$ cat config.mk
export PLATFORM = sky130hd
export DESIGN_NAME = pc_unit
export DESIGN_NICKNAME = d
export VERILOG_FILES = /design/src/rtl/pc_pkg.sv /design/src/rtl/pc_ras.sv /design/src/rtl/pc_unit.sv
export SDC_FILE = /design/constraint.sdc
export NUM_CORES = 1
export LEC_CHECK = 0
export CORE_MARGIN = 2
export CORE_UTILIZATION = 52
export CTS_CLUSTER_SIZE = 8
export DETAILED_ROUTE_END_ITERATION = 12
export PLACE_DENSITY = 0.86
export SYNTH_ARGS = -nofsm -noshare
export SYNTH_HDL_FRONTEND = slang
export SYNTH_HIERARCHICAL = 1
export SYNTH_SLANG_ARGS = --single-unit
$ cat constraint.sdc
create_clock -name clock -period 4.59 [get_ports clock]
set_input_delay 0.918 -clock clock [delete_from_list [all_inputs] [get_ports clock]]
set_output_delay 0.918 -clock clock [all_outputs]
set_load 0.05 [all_outputs]
$ cat src/rtl/pc_pkg.sv
// Shared constants and next-PC select encoding for the program-counter unit.
package pc_pkg;

  localparam int          ADDR_WIDTH_DEF   = 32;
  localparam logic [31:0] RESET_VECTOR_DEF = 32'h0000_0000;
  localparam logic [31:0] EXC_VECTOR_DEF   = 32'h8000_0180;
  localparam int          PC_INC           = 4;

  // Source of the next fetch PC.
  typedef enum logic [1:0] {
    SEL_SEQ = 2'd0,
    SEL_BR  = 2'd1,
    SEL_JMP = 2'd2,
    SEL_EXC = 2'd3
  } next_sel_e;

endpackage

$ cat src/rtl/pc_ras.sv
// Circular return-address stack. A push on a full stack overwrites the
// oldest entry; a pop on an empty stack is ignored. Push and pop together
// replace the top entry (or create one when empty).
module pc_ras #(
  parameter int W     = 32,
  parameter int DEPTH = 4
) (
  input  logic         clk,
  input  logic         rst_n,
  input  logic         push_i,
  input  logic         pop_i,
  input  logic [W-1:0] data_i,
  output logic [W-1:0] top_o,
  output logic         valid_o
);

  localparam int PTR_W = $clog2(DEPTH);
  localparam int OCC_W = $clog2(DEPTH + 1);

  logic [W-1:0]     mem_q [DEPTH];
  logic [PTR_W-1:0] top_q, top_d;
  logic [OCC_W-1:0] occ_q, occ_d;
  logic [PTR_W-1:0] wr_ptr;
  logic             wr_en;
  logic             empty;
  logic             full;

  assign empty   = (occ_q == '0);
  assign full    = (occ_q == OCC_W'(DEPTH));
  assign valid_o = !empty;
  assign top_o   = empty ? '0 : mem_q[top_q];

  // Pointer/occupancy update and write-slot selection.
  always_comb begin
    top_d  = top_q;
    occ_d  = occ_q;
    wr_en  = 1'b0;
    wr_ptr = top_q;
    if (push_i && pop_i) begin
      wr_en = 1'b1;
      if (empty) occ_d = OCC_W'(1);
    end else if (push_i) begin
      top_d  = top_q + PTR_W'(1);
      wr_ptr = top_q + PTR_W'(1);
      wr_en  = 1'b1;
      if (!full) occ_d = occ_q + OCC_W'(1);
    end else if (pop_i && !empty) begin
      top_d = top_q - PTR_W'(1);
      occ_d = occ_q - OCC_W'(1);
    end
  end

  // Pointer and occupancy registers, falling-edge clocked.
  always_ff @(negedge clk or negedge rst_n) begin
    if (!rst_n) begin
      top_q <= '0;
      occ_q <= '0;
    end else begin
      top_q <= top_d;
      occ_q <= occ_d;
    end
  end

  // Entry storage; contents are masked by occupancy so no reset is needed.
  always_ff @(negedge clk) begin
    if (wr_en) mem_q[wr_ptr] <= data_i;
  end

endmodule

$ cat src/rtl/pc_unit.sv
// Program-counter unit: fetch PC register, next-PC selection with
// exception/stall priority, misaligned-target trap, RAS and a saturating
// RAS-mispredict counter. All state changes on the falling clock edge.
module pc_unit
  import pc_pkg::*;
#(
  parameter int                    ADDR_WIDTH   = ADDR_WIDTH_DEF,
  parameter logic [ADDR_WIDTH-1:0] RESET_VECTOR = ADDR_WIDTH'(RESET_VECTOR_DEF),
  parameter logic [ADDR_WIDTH-1:0] EXC_VECTOR   = ADDR_WIDTH'(EXC_VECTOR_DEF),
  parameter int                    RAS_DEPTH    = 4,
  parameter int                    CNT_WIDTH    = 16
) (
  input  logic                  clock,
  input  logic                  reset_n,
  input  logic                  stall,
  input  logic                  exception,
  input  logic                  branch_taken,
  input  logic [ADDR_WIDTH-1:0] branch_target,
  input  logic                  jump,
  input  logic [ADDR_WIDTH-1:0] jump_target,
  input  logic                  call,
  input  logic                  ret,
  output logic [ADDR_WIDTH-1:0] pc_out,
  output logic [ADDR_WIDTH-1:0] pc_plus4,
  output logic [ADDR_WIDTH-1:0] ras_top,
  output logic                  ras_valid,
  output logic                  misaligned,
  output logic [CNT_WIDTH-1:0]  mispredict_count
);

  logic [ADDR_WIDTH-1:0] pc_q, pc_d;
  logic                  misaligned_q, misaligned_d;
  logic [CNT_WIDTH-1:0]  cnt_q, cnt_d;
  next_sel_e             sel;
  logic [ADDR_WIDTH-1:0] redirect_target;
  logic                  ras_en, ras_push, ras_pop, mispredict;

  assign pc_plus4 = pc_q + ADDR_WIDTH'(PC_INC);

  // RAS only moves on an edge that actually advances the pipeline.
  assign ras_en   = !stall && !exception;
  assign ras_push = ras_en && call;
  assign ras_pop  = ras_en && ret;

  // A pop with nothing predicted, or a prediction that disagrees with the
  // actual return register, is a mispredict.
  assign mispredict = ras_pop && (!ras_valid || (ras_top != jump_target));

  // Next-PC source selection (exception beats everything, stall handled below).
  always_comb begin
    sel = SEL_SEQ;
    if (exception)         sel = SEL_EXC;
    else if (branch_taken) sel = SEL_BR;
    else if (jump)         sel = SEL_JMP;
  end

  // Next PC, misaligned trap and counter update.
  always_comb begin
    redirect_target = branch_taken ? branch_target : jump_target;
    misaligned_d    = !exception && !stall &&
                      ((sel == SEL_BR) || (sel == SEL_JMP)) &&
                      (redirect_target[1:0] != 2'b00);
    pc_d = pc_plus4;
    case (sel)
      SEL_EXC: pc_d = EXC_VECTOR;
      SEL_BR:  pc_d = branch_target;
      SEL_JMP: pc_d = jump_target;
      default: pc_d = pc_plus4;
    endcase
    if (!exception && stall) pc_d = pc_q;
    else if (misaligned_d)   pc_d = EXC_VECTOR;
    cnt_d = cnt_q;
    if (mispredict && (cnt_q != '1)) cnt_d = cnt_q + CNT_WIDTH'(1);
  end

  // PC, trap flag and counter registers.
  always_ff @(negedge clock or negedge reset_n) begin
    if (!reset_n) begin
      pc_q         <= RESET_VECTOR;
      misaligned_q <= 1'b0;
      cnt_q        <= '0;
    end else begin
      pc_q         <= pc_d;
      misaligned_q <= misaligned_d;
      cnt_q        <= cnt_d;
    end
  end

  assign pc_out           = pc_q;
  assign misaligned       = misaligned_q;
  assign mispredict_count = cnt_q;

  pc_ras #(
    .W     (ADDR_WIDTH),
    .DEPTH (RAS_DEPTH)
  ) u_ras (
    .clk     (clock),
    .rst_n   (reset_n),
    .push_i  (ras_push),
    .pop_i   (ras_pop),
    .data_i  (pc_plus4),
    .top_o   (ras_top),
    .valid_o (ras_valid)
  );

endmodule
==> summary.txt, run 1 <==
Outcome
  – Status: did not finish
  – Fail Step: clock tree synthesis
  – Log Error: [ERROR DPL-0038] Utilization greater than 100%, impossible to legalize

Floorplan
  – Initial core utilization: 0.5264
  – Die Wd: 135.9 um
  – I/O pin cnt: ~190
  – Core Rows: between 40 and 50
  – Die height: about 140 um

Clock tree
  – Num CTS Buffers: 17
  – Longest Clk Path Bufs: 2
  – Htree depth: 4
  – CTS sink cnt: 182
  – Number of gates resized after CTS: 278
  – Cts hold-fix bufs: 0
  – Setup repair bufs after CTS: just under 90
  – CTS Root Cell: clkbuf_16

Logic synthesis
  – Mux contribution to synthesized area: 0.08760
  – Syn Area/Cell: about 13 um2
  – Synthesized cell area: 9041 um2
  – Register area share after synthesis: 0.5746
  – Synth top area share: 0.4251
  – Synth Instances: about 700
  – Post-Synth Adder-Cell Area: 0.007750
  – Synth top cells by count: 128 x edfxtp_1, 54 x dfrtn_1, 45 x nor2_1
  – Post-synthesis xor/xnor area fraction: 0.07265
  – Yosys reg bits: roughly 180
  – Largest family of logic cells by synthesized area: simple AND/OR/NAND/NOR gates
  – Yosys top cell by area: edfxtp_1
  – Compound-Gate Fraction of Synth Area: 0.09507
  – Post-synth cell types: 65
  – Simple-gate portion of the synthesized area: 0.1315
  – Ys async rst share: 0.2967
  – Top post-synthesis cells by area: edfxtp_1 43%, dfrtn_1 15%, mux4_2 8.0%
  – Syn_nets: ~770
  – Main synth FF type: edfxtp_1
  – EDFF count, synth: ~130
  – Synth Warn #: 6
  – Count leader, synth: edfxtp_1

Placed design
  – Final GP Congestion: between 0.9 and 1
  – Area after DPL: roughly 15,000 um2
  – Hpwl dp: around 26 mm
  – Port bufs: 185
  – Placed instance count: approximately 1,300
cell families after synthesis:
kind of cell,after synthesis
buf+inv,56
simple gates,210
xor+xnor,75
fa+ha+maj,5
mux,39
compound gates,129
flops,182
metrics by stage:
step	setup WS, ns	hold slack [ns]
2_1_floorplan	-1.019	0.5138
3_3_place_gp	-0.9896	0.4758
3_5_place_dp	-1.120	0.4861
==> run 2: changes to the inputs <==
--- a/config.mk
+++ b/config.mk
@@ -6,10 +6,9 @@
 export NUM_CORES = 1
 export LEC_CHECK = 0
 export CORE_MARGIN = 2
-export CORE_UTILIZATION = 52
-export CTS_CLUSTER_SIZE = 8
+export CORE_UTILIZATION = 39
 export DETAILED_ROUTE_END_ITERATION = 12
-export PLACE_DENSITY = 0.86
+export PLACE_DENSITY_LB_ADDON = 0.15
 export SYNTH_ARGS = -nofsm -noshare
 export SYNTH_HDL_FRONTEND = slang
 export SYNTH_HIERARCHICAL = 1
==> run 2 against run 1 <==
  * The flow now finishes, with violations (setup timing)
  * Synthesized cell count unchanged
  * Synthesized area unchanged
==> summary.txt, run 2 <==
Global route
  – GR Util All Layers: 0.3109
  – Total grt overflow: 0
  – Number of global-route vias before repair: between 9,000 and 10,000
  – Largest net degree at the start of global routing: between 50 and 60
  – Global-route wire length before repair: 55.71 mm
  – Initial antenna violation count: 1

Logic synthesis
  – Top post-synthesis cells by area: edfxtp_1 43%, dfrtn_1 15%, mux4_2 8.0%
  – Synth top cells by count: 128 x edfxtp_1, 54 x dfrtn_1, 45 x nor2_1
  – Synthesized cell area: 9041 um2
  – EDFF count, synth: 128
  – Syn_nets: slightly below 800
  – Register area share after synthesis: 0.5746
  – Yosys top cell by area: edfxtp_1
  – Yosys reg bits: around 180
  – Ys async rst share: 0.2967
  – Post-synth cell types: between 60 and 70
  – Synth Warn #: 6
  – Synth Instances: 696
  – Synth top area share: 0.4251
  – Syn Area/Cell: approximately 13 um2
  – Main synth FF type: edfxtp_1
  – Count leader, synth: edfxtp_1

Clock tree
  – Num CTS Buffers: 17
  – Clk_lat worst skew: 0.50 ns
  – Longest Clk Path Bufs: 2
  – CTS Root Cell: clkbuf_16
  – Clock transition at path regs: around 0.06 ns
  – CTS tree: done
  – Htree depth: 4
  – Cts hold-fix bufs: 0
  – CTS sink cnt: between 150 and 200

Power
  – Clock power frac: 0.229
  – Peak supply drop: around 0.43 mV
  – Power share of the combinational group: 0.547
  – Internal power: 5.284 mW
  – Power per cell area: between 400 and 500 nW/um2
  – Sequential share of power: 0.223
  – Static Leak: 7.952 nW
  – Switching power: approximately 3.7 mW
  – Net Sw Frac: 0.4114
  – Total power: 8.977 mW

Setup path
  – Critical path depth: 7
  – Slowest cell delay on critical path: 0.48 ns
  – Crit-path leading delay family: simple AND/OR/NAND/NOR gates
  – Crit Path Category: flip-flop to output port
  – Worst r2r path cells: 12
  – Worst EP required: roughly 3.7 ns
  – Most common cell type on the critical path: nand4_4
  – Buf+Inv Stages, Crit Path: 2
  – CP Max Fanout: 5
  – Crit start category: flip-flop
  – Worst path cell trace: nand4_4 > nor4_4 > buf_4 > nand4_4 > nor3_4 > xnor2_4 > buf_12
  – Slowest cell on crit path: dfrtn_1
  – CP Capture Type: output port
  – WP data arrival: 4.77 ns

Placed design
  – Final GP Congestion: 0.8663
  – Hpwl dp: 23.37 mm
  – Port bufs: roughly 190

Hold path
  – Worst min path class: flip-flop to flip-flop
  – WHS Path Cells: 1

Final layout
  – Commonest non-fill, non-tap cell in the layout: buf_4
  – Layout cell share with drive strength beyond 1: 0.5307
  – Commonest non-fill, non-tap cells in the layout: 224 x buf_4, 144 x buf_12, 142 x inv_1, 128 x edfxtp_1, 54 x dfrtn_1
  – Nets@finish: 1,383
  – Max FFs per register: 128
  – # fillers: between 1,000 and 1,500
  – Largest Register: u_ras/mem_q
  – Area added between synthesis and finish: 99.65%
  – Utilization after layout: 0.7949

STA
  – Rel. slew slack: 0.4806
  – Clock Skews: between 0.09 and 0.1 ns
  – WHS: between 0.4 and 0.5 ns
  – PnR worst setup slack: -1.094 ns
  – Worst-margin pin slew: ~0.78 ns
  – Max-slew violation total from the final report: 0
  – Final setup fails: 208
  – Unrepaired setup endpoints after global routing: yes
  – Final Hold Fails: 0

Outcome
  – Failing checks: setup timing
  – Status: complete, but fails checks

Floorplan
  – Core Rows: 55
  – Initial core utilization: 0.3981
  – Total die area: between 20,000 and 25,000 um2
  – Die height: about 160 um
  – I/O pin cnt: 186
  – Core area: 22,710 um2
  – Die Wd: about 160 um

Route
  – Remaining DRCs: 0
  – First-pass DRT Iterations: 5
  – Final ANT Viol Nets: 0
  – Via density per instance: about 5.7
  – Wire per inst: between 20 and 25 um
  – Vias: around 9,100
  – Routed WL: between 30 and 40 mm
  – Initial DRC count: between 900 and 1,000

Job
  – Max cap viols: 0
[run 2: cell counts after synthesis]
No cell type changed its count.
[run 2: worst register-to-register path: cells and delay by family, from the launching register on]
| family | cells | cell delay (ns) |
|---|---|---|
| xor gates and xnor gates | 1 | 0.19 |
| muxes | 2 | 0.79 |
| DFF | 1 | 0.44 |
| and+or+nand+nor | 5 | 1.40 |
| buffers and inverters | 4 | 0.56 |
[run 2: worst paths after layout]
| path | from | end | slack [ns] |
|---|---|---|---|
| min reg2reg | mispredict_count[10] | mispredict_count[10] | 0.46 |
| min | mispredict_count[10] | mispredict_count[10] | 0.46 |
| max in group asynchronous | reset_n | misaligned | 1.59 |
| max reg2reg | u_ras/top_q[0] | mispredict_count[1] | 1.07 |
| min in group asynchronous | reset_n | u_ras/occ_q[1] | 2.69 |
| max | pc_out[6] | pc_plus4[28] | -1.09 |
[run 2: logic make-up (layout without fill, tap and decap cells)]
group / after synthesis / after routing / share of synthesized area
xor gates and xnor gates: 75 / 75 / 0.07265
DFF: 182 / 182 / 0.5746
buffers and inverters: 56 / 679 / 0.03086
muxes: 39 / 39 / 0.08760
and+or+nand+nor: 210 / 210 / 0.1315
other: 0 / 1 / 0
AOI/OAI and AO/OA: 129 / 129 / 0.09507
adders and majority gates: 5 / 5 / 0.007750
[run 2: metrics by stage]
stage | cells | setup WS (ns) | cell area [um2] | TNS [ns]
3_5_place_dp | 1333 | -1.042 | 14750 | -159.47
5_1_grt | 1605 | -1.133 | 18050 | -63.77
4_1_cts | 1563 | -0.9779 | 17480 | -45.45
6_report | 1605 | -1.094 | 18050 | -57.74
3_3_place_gp | 1333 | -1.051 | 14750 | -152.43
2_1_floorplan | 696 | -1.019 | 9936 | -69.61
[run 2: repair_timing]
item	in CTS	in global routing
pin swaps	64	60
resized for setup	267	68
buffers inserted	62	51
hold endpoints to repair	0	0
setup endpoints to repair	236	231
cloned	13	2
[run 2: cell type report]
cell class,instances,area (um2),share of cell area
Clock buffer,19,475.5,0.02634
Clock inverter,141,635.6,0.03521
Tap cell,285,356.6,0.01975
Sequential cell,182,5195,0.2878
Timing Repair Buffer,501,6145,0.3404
Inverter,18,87.58,0.004852
Antenna cell,1,2.502,0.0001386
Multi-Input combinational cell,458,5154,0.2855
[run 2: routing by layer]
metal	up-vias	track usage	part of all wire
met4	0	0.1664	0.051
met1	4541	0.3818	0.36
met2	581	0.5179	0.50
li1	3845	-	-
met5	-	0	0
met3	122	0.06425	0.088
[run 2: power groups by stage]
stage               sequential [mW]  combinational, mW  clock (mW)
floorplan                      2.13               2.01       0.167
global placement               2.01               4.16       0.167
detailed placement             2.02               4.20       0.167
CTS                            2.00               4.76        2.01
global route                   2.01               5.05        2.22
finish                         2.01               4.91        2.06
Power figures use the tool's default switching activity.
==> run 3: changes to the inputs <==
--- a/config.mk
+++ b/config.mk
@@ -9,6 +9,7 @@
 export CORE_UTILIZATION = 39
 export DETAILED_ROUTE_END_ITERATION = 12
 export PLACE_DENSITY_LB_ADDON = 0.15
+export SLEW_MARGIN = 20
 export SYNTH_ARGS = -nofsm -noshare
 export SYNTH_HDL_FRONTEND = slang
 export SYNTH_HIERARCHICAL = 1
==> results of run 3 <==
The final DEF is identical to that of run 2; final timing and power are the same.
==> run 4: changes to the inputs <==
--- a/config.mk
+++ b/config.mk
@@ -9,6 +9,7 @@
 export CORE_UTILIZATION = 39
 export DETAILED_ROUTE_END_ITERATION = 12
 export PLACE_DENSITY_LB_ADDON = 0.15
+export SKIP_LAST_GASP = 1
 export SLEW_MARGIN = 20
 export SYNTH_ARGS = -nofsm -noshare
 export SYNTH_HDL_FRONTEND = slang
==> run 4 against run 3 <==
  * The flow still finishes with violations (setup timing)
  * Non-clock buffer count shrank 6
  * Sequential power is essentially flat
  * Critical path depth is the same
  * Critical path type unchanged
  * Highest routed layer unchanged
  * Cell count shrank 0.37%
  * Clock skew shrank 0.017 ns
  * First-iteration DRC count shrank 19%
  * Hold slack lost 0.0041 ns
  * Final area shrank 0.35%
  * Largest cell class unchanged
==> summary.txt, run 4 (synthesis results as in run 2) <==
Clock tree
  – CTS tree: done
  – CTS Root Cell: clkbuf_16
  – CTS sink cnt: 182
  – Num CTS Buffers: 17
  – Htree depth: 4
  – Longest Clk Path Bufs: 2
  – Clk_lat worst skew: 0.48 ns
  – Cts hold-fix bufs: 0
  – Clock transition at path regs: roughly 0.060 ns

Setup path
  – Slowest cell on crit path: dfrtn_1
  – Buf+Inv Stages, Crit Path: 2
  – CP Max Fanout: 5
  – CP Capture Type: output port
  – Worst EP required: between 3 and 4 ns
  – Worst path cell trace: nand4_4 > nor4_4 > buf_4 > nand4_4 > nor3_4 > xnor2_4 > buf_12
  – Slowest cell delay on critical path: approximately 0.49 ns
  – Crit-path leading delay family: simple AND/OR/NAND/NOR gates
  – Crit Path Category: flip-flop to output port
  – WP data arrival: about 4.7 ns
  – Crit start category: flip-flop
  – Most common cell type on the critical path: nand4_4

Global route
  – Number of global-route vias before repair: around 9,300
  – Largest net degree at the start of global routing: 55
  – Initial antenna violation count: 1
  – GR Util All Layers: 0.3077
  – Total grt overflow: 0
  – Global-route wire length before repair: about 55 mm

STA
  – Final setup fails: between 150 and 200
  – Worst-margin pin slew: 0.7441 ns
  – Setup tns final: -58.76 ns
  – Clock Skews: ~0.074 ns
  – Final Hold Fails: 0
  – PnR worst setup slack: -1.009 ns
  – Max-slew violation total from the final report: 0
  – Rel. slew slack: 0.5021
  – Unrepaired setup endpoints after global routing: yes

Final layout
  – Layout cell share with drive strength beyond 1: 0.5301
  – Nets@finish: approximately 1,400
  – Final Instance Area: around 18,000 um2
  – Commonest non-fill, non-tap cell in the layout: buf_4
  – Commonest non-fill, non-tap cells in the layout: 227 x buf_4, 142 x inv_1, 141 x buf_12, 128 x edfxtp_1, 54 x dfrtn_1
  – Max FFs per register: approximately 130
  – # fillers: approximately 1,200
  – Area added between synthesis and finish: 98.95%
  – Largest Register: u_ras/mem_q

Placed design
  – Hpwl dp: about 23 mm
  – Pre-CTS worst setup slack: -1.042 ns
  – Port bufs: 185
  – Area after DPL: roughly 15,000 um2
  – Final GP Congestion: between 0.8 and 0.9

Job
  – Max cap viols: 0

Route
  – Remaining DRCs: 0
  – First-pass DRT Iterations: 5
  – Vias: 8,909
  – Wire per inst: 23.91 um
  – Initial DRC count: 727
  – Via density per instance: about 5.6
  – Routed WL: ~38 mm
  – Final ANT Viol Nets: 0

Floorplan
  – I/O pin cnt: roughly 190
  – Initial core utilization: 0.3981
  – Core Rows: 55
  – Core area: around 23,000 um2
  – Die Wd: roughly 160 um
  – Die height: roughly 160 um
  – Total die area: 24,420 um2

Outcome
  – Failing checks: setup timing
  – Status: complete, but fails checks

Power
  – Static Leak: approximately 7.9 nW
  – Total power: about 9.0 mW
  – Peak supply drop: around 0.42 mV
  – Power per cell area: ~500 nW/um2

Hold path
  – Worst min path class: flip-flop to flip-flop
## run 4: cell types whose count changed in the layout (fill, tap and decap cells not counted), moves of 2 or more
cell / delta
o221ai_1: -5
buf_4: +3
o21ai_0: -4
clkbuf_2: -2
buf_12: -3
o221ai_2: +4
dlygate4sd2_1: +2
nand2_4: -2
buf_8: -2
buf_6: -5
o21ai_1: +4
## run 4: worst paths after layout
| path | cells past startpoint | startpoint | endpoint | slack [ns] |
|---|---|---|---|---|
| min in group asynchronous | 2 | reset_n | u_ras/occ_q[1] | 2.68 |
| max in group asynchronous | 2 | reset_n | pc_out[16] | 1.60 |
| max reg2reg | 13 | u_ras/top_q[0] | mispredict_count[1] | 1.17 |
| min reg2reg | 1 | mispredict_count[10] | mispredict_count[10] | 0.46 |
| max | 7 | pc_out[7] | pc_plus4[28] | -1.01 |
| min | 1 | mispredict_count[10] | mispredict_count[10] | 0.46 |
## run 4: worst reg2reg max path, stage by stage, from the launching register on
cell and delay (ns):
dfrtn_1 0.44, buf_12 0.14, buf_12 0.13, buf_16 0.15, mux4_2 0.51, nor2b_4 0.16
buf_4 0.13, buf_4 0.13, xor2_2 0.15, nor4_2 0.30, nand4_1 0.16, or3_4 0.47
nand2_4 0.10, mux2_4 0.29
## run 4: layer usage
metal,share of wire,wire length (um),GRT usage
met5,0,0,0
met1,0.37,14200,0.3855
met2,0.50,18980,0.5144
met4,0.051,1961,0.1503
met3,0.081,3086,0.05899
## run 4: per-stage QoR
step	std cells	hold WS (ns)	utilization
floorplan	696	0.5138	-
global placement	1333	0.4399	0.6496
detailed placement	1333	0.4479	0.6496
CTS	1563	0.4489	0.7678
global route	1599	0.5007	0.7921
finish	1599	0.4577	0.7921
## run 4: area by class of cell
class / count / area [um2] / area share
Timing Repair Buffer: 495 / 6056 / 0.3367
Sequential cell: 182 / 5195 / 0.2888
Multi-Input combinational cell: 458 / 5179 / 0.2879
Clock inverter: 141 / 635.6 / 0.03534
Clock buffer: 19 / 475.5 / 0.02643
Tap cell: 285 / 356.6 / 0.01982
Inverter: 18 / 87.58 / 0.004869
Antenna cell: 1 / 2.502 / 0.0001391
## run 4: power breakdown
part	leakage [nW]	total (mW)	switching, mW	internal (mW)
Clock	0.990	2.03	1.08	0.955
Combinational	5.04	4.92	2.48	2.45
Sequential	1.88	2.01	0.106	1.90
Total	7.91	8.96	3.66	5.30
## run 4: repair_timing
action / in CTS / in global routing
gates resized for setup: 256 / 72
endpoints found under the setup margin: 236 / 231
pin swaps: 61 / 48
cloned: 13 / 2
buffers inserted: 62 / 44
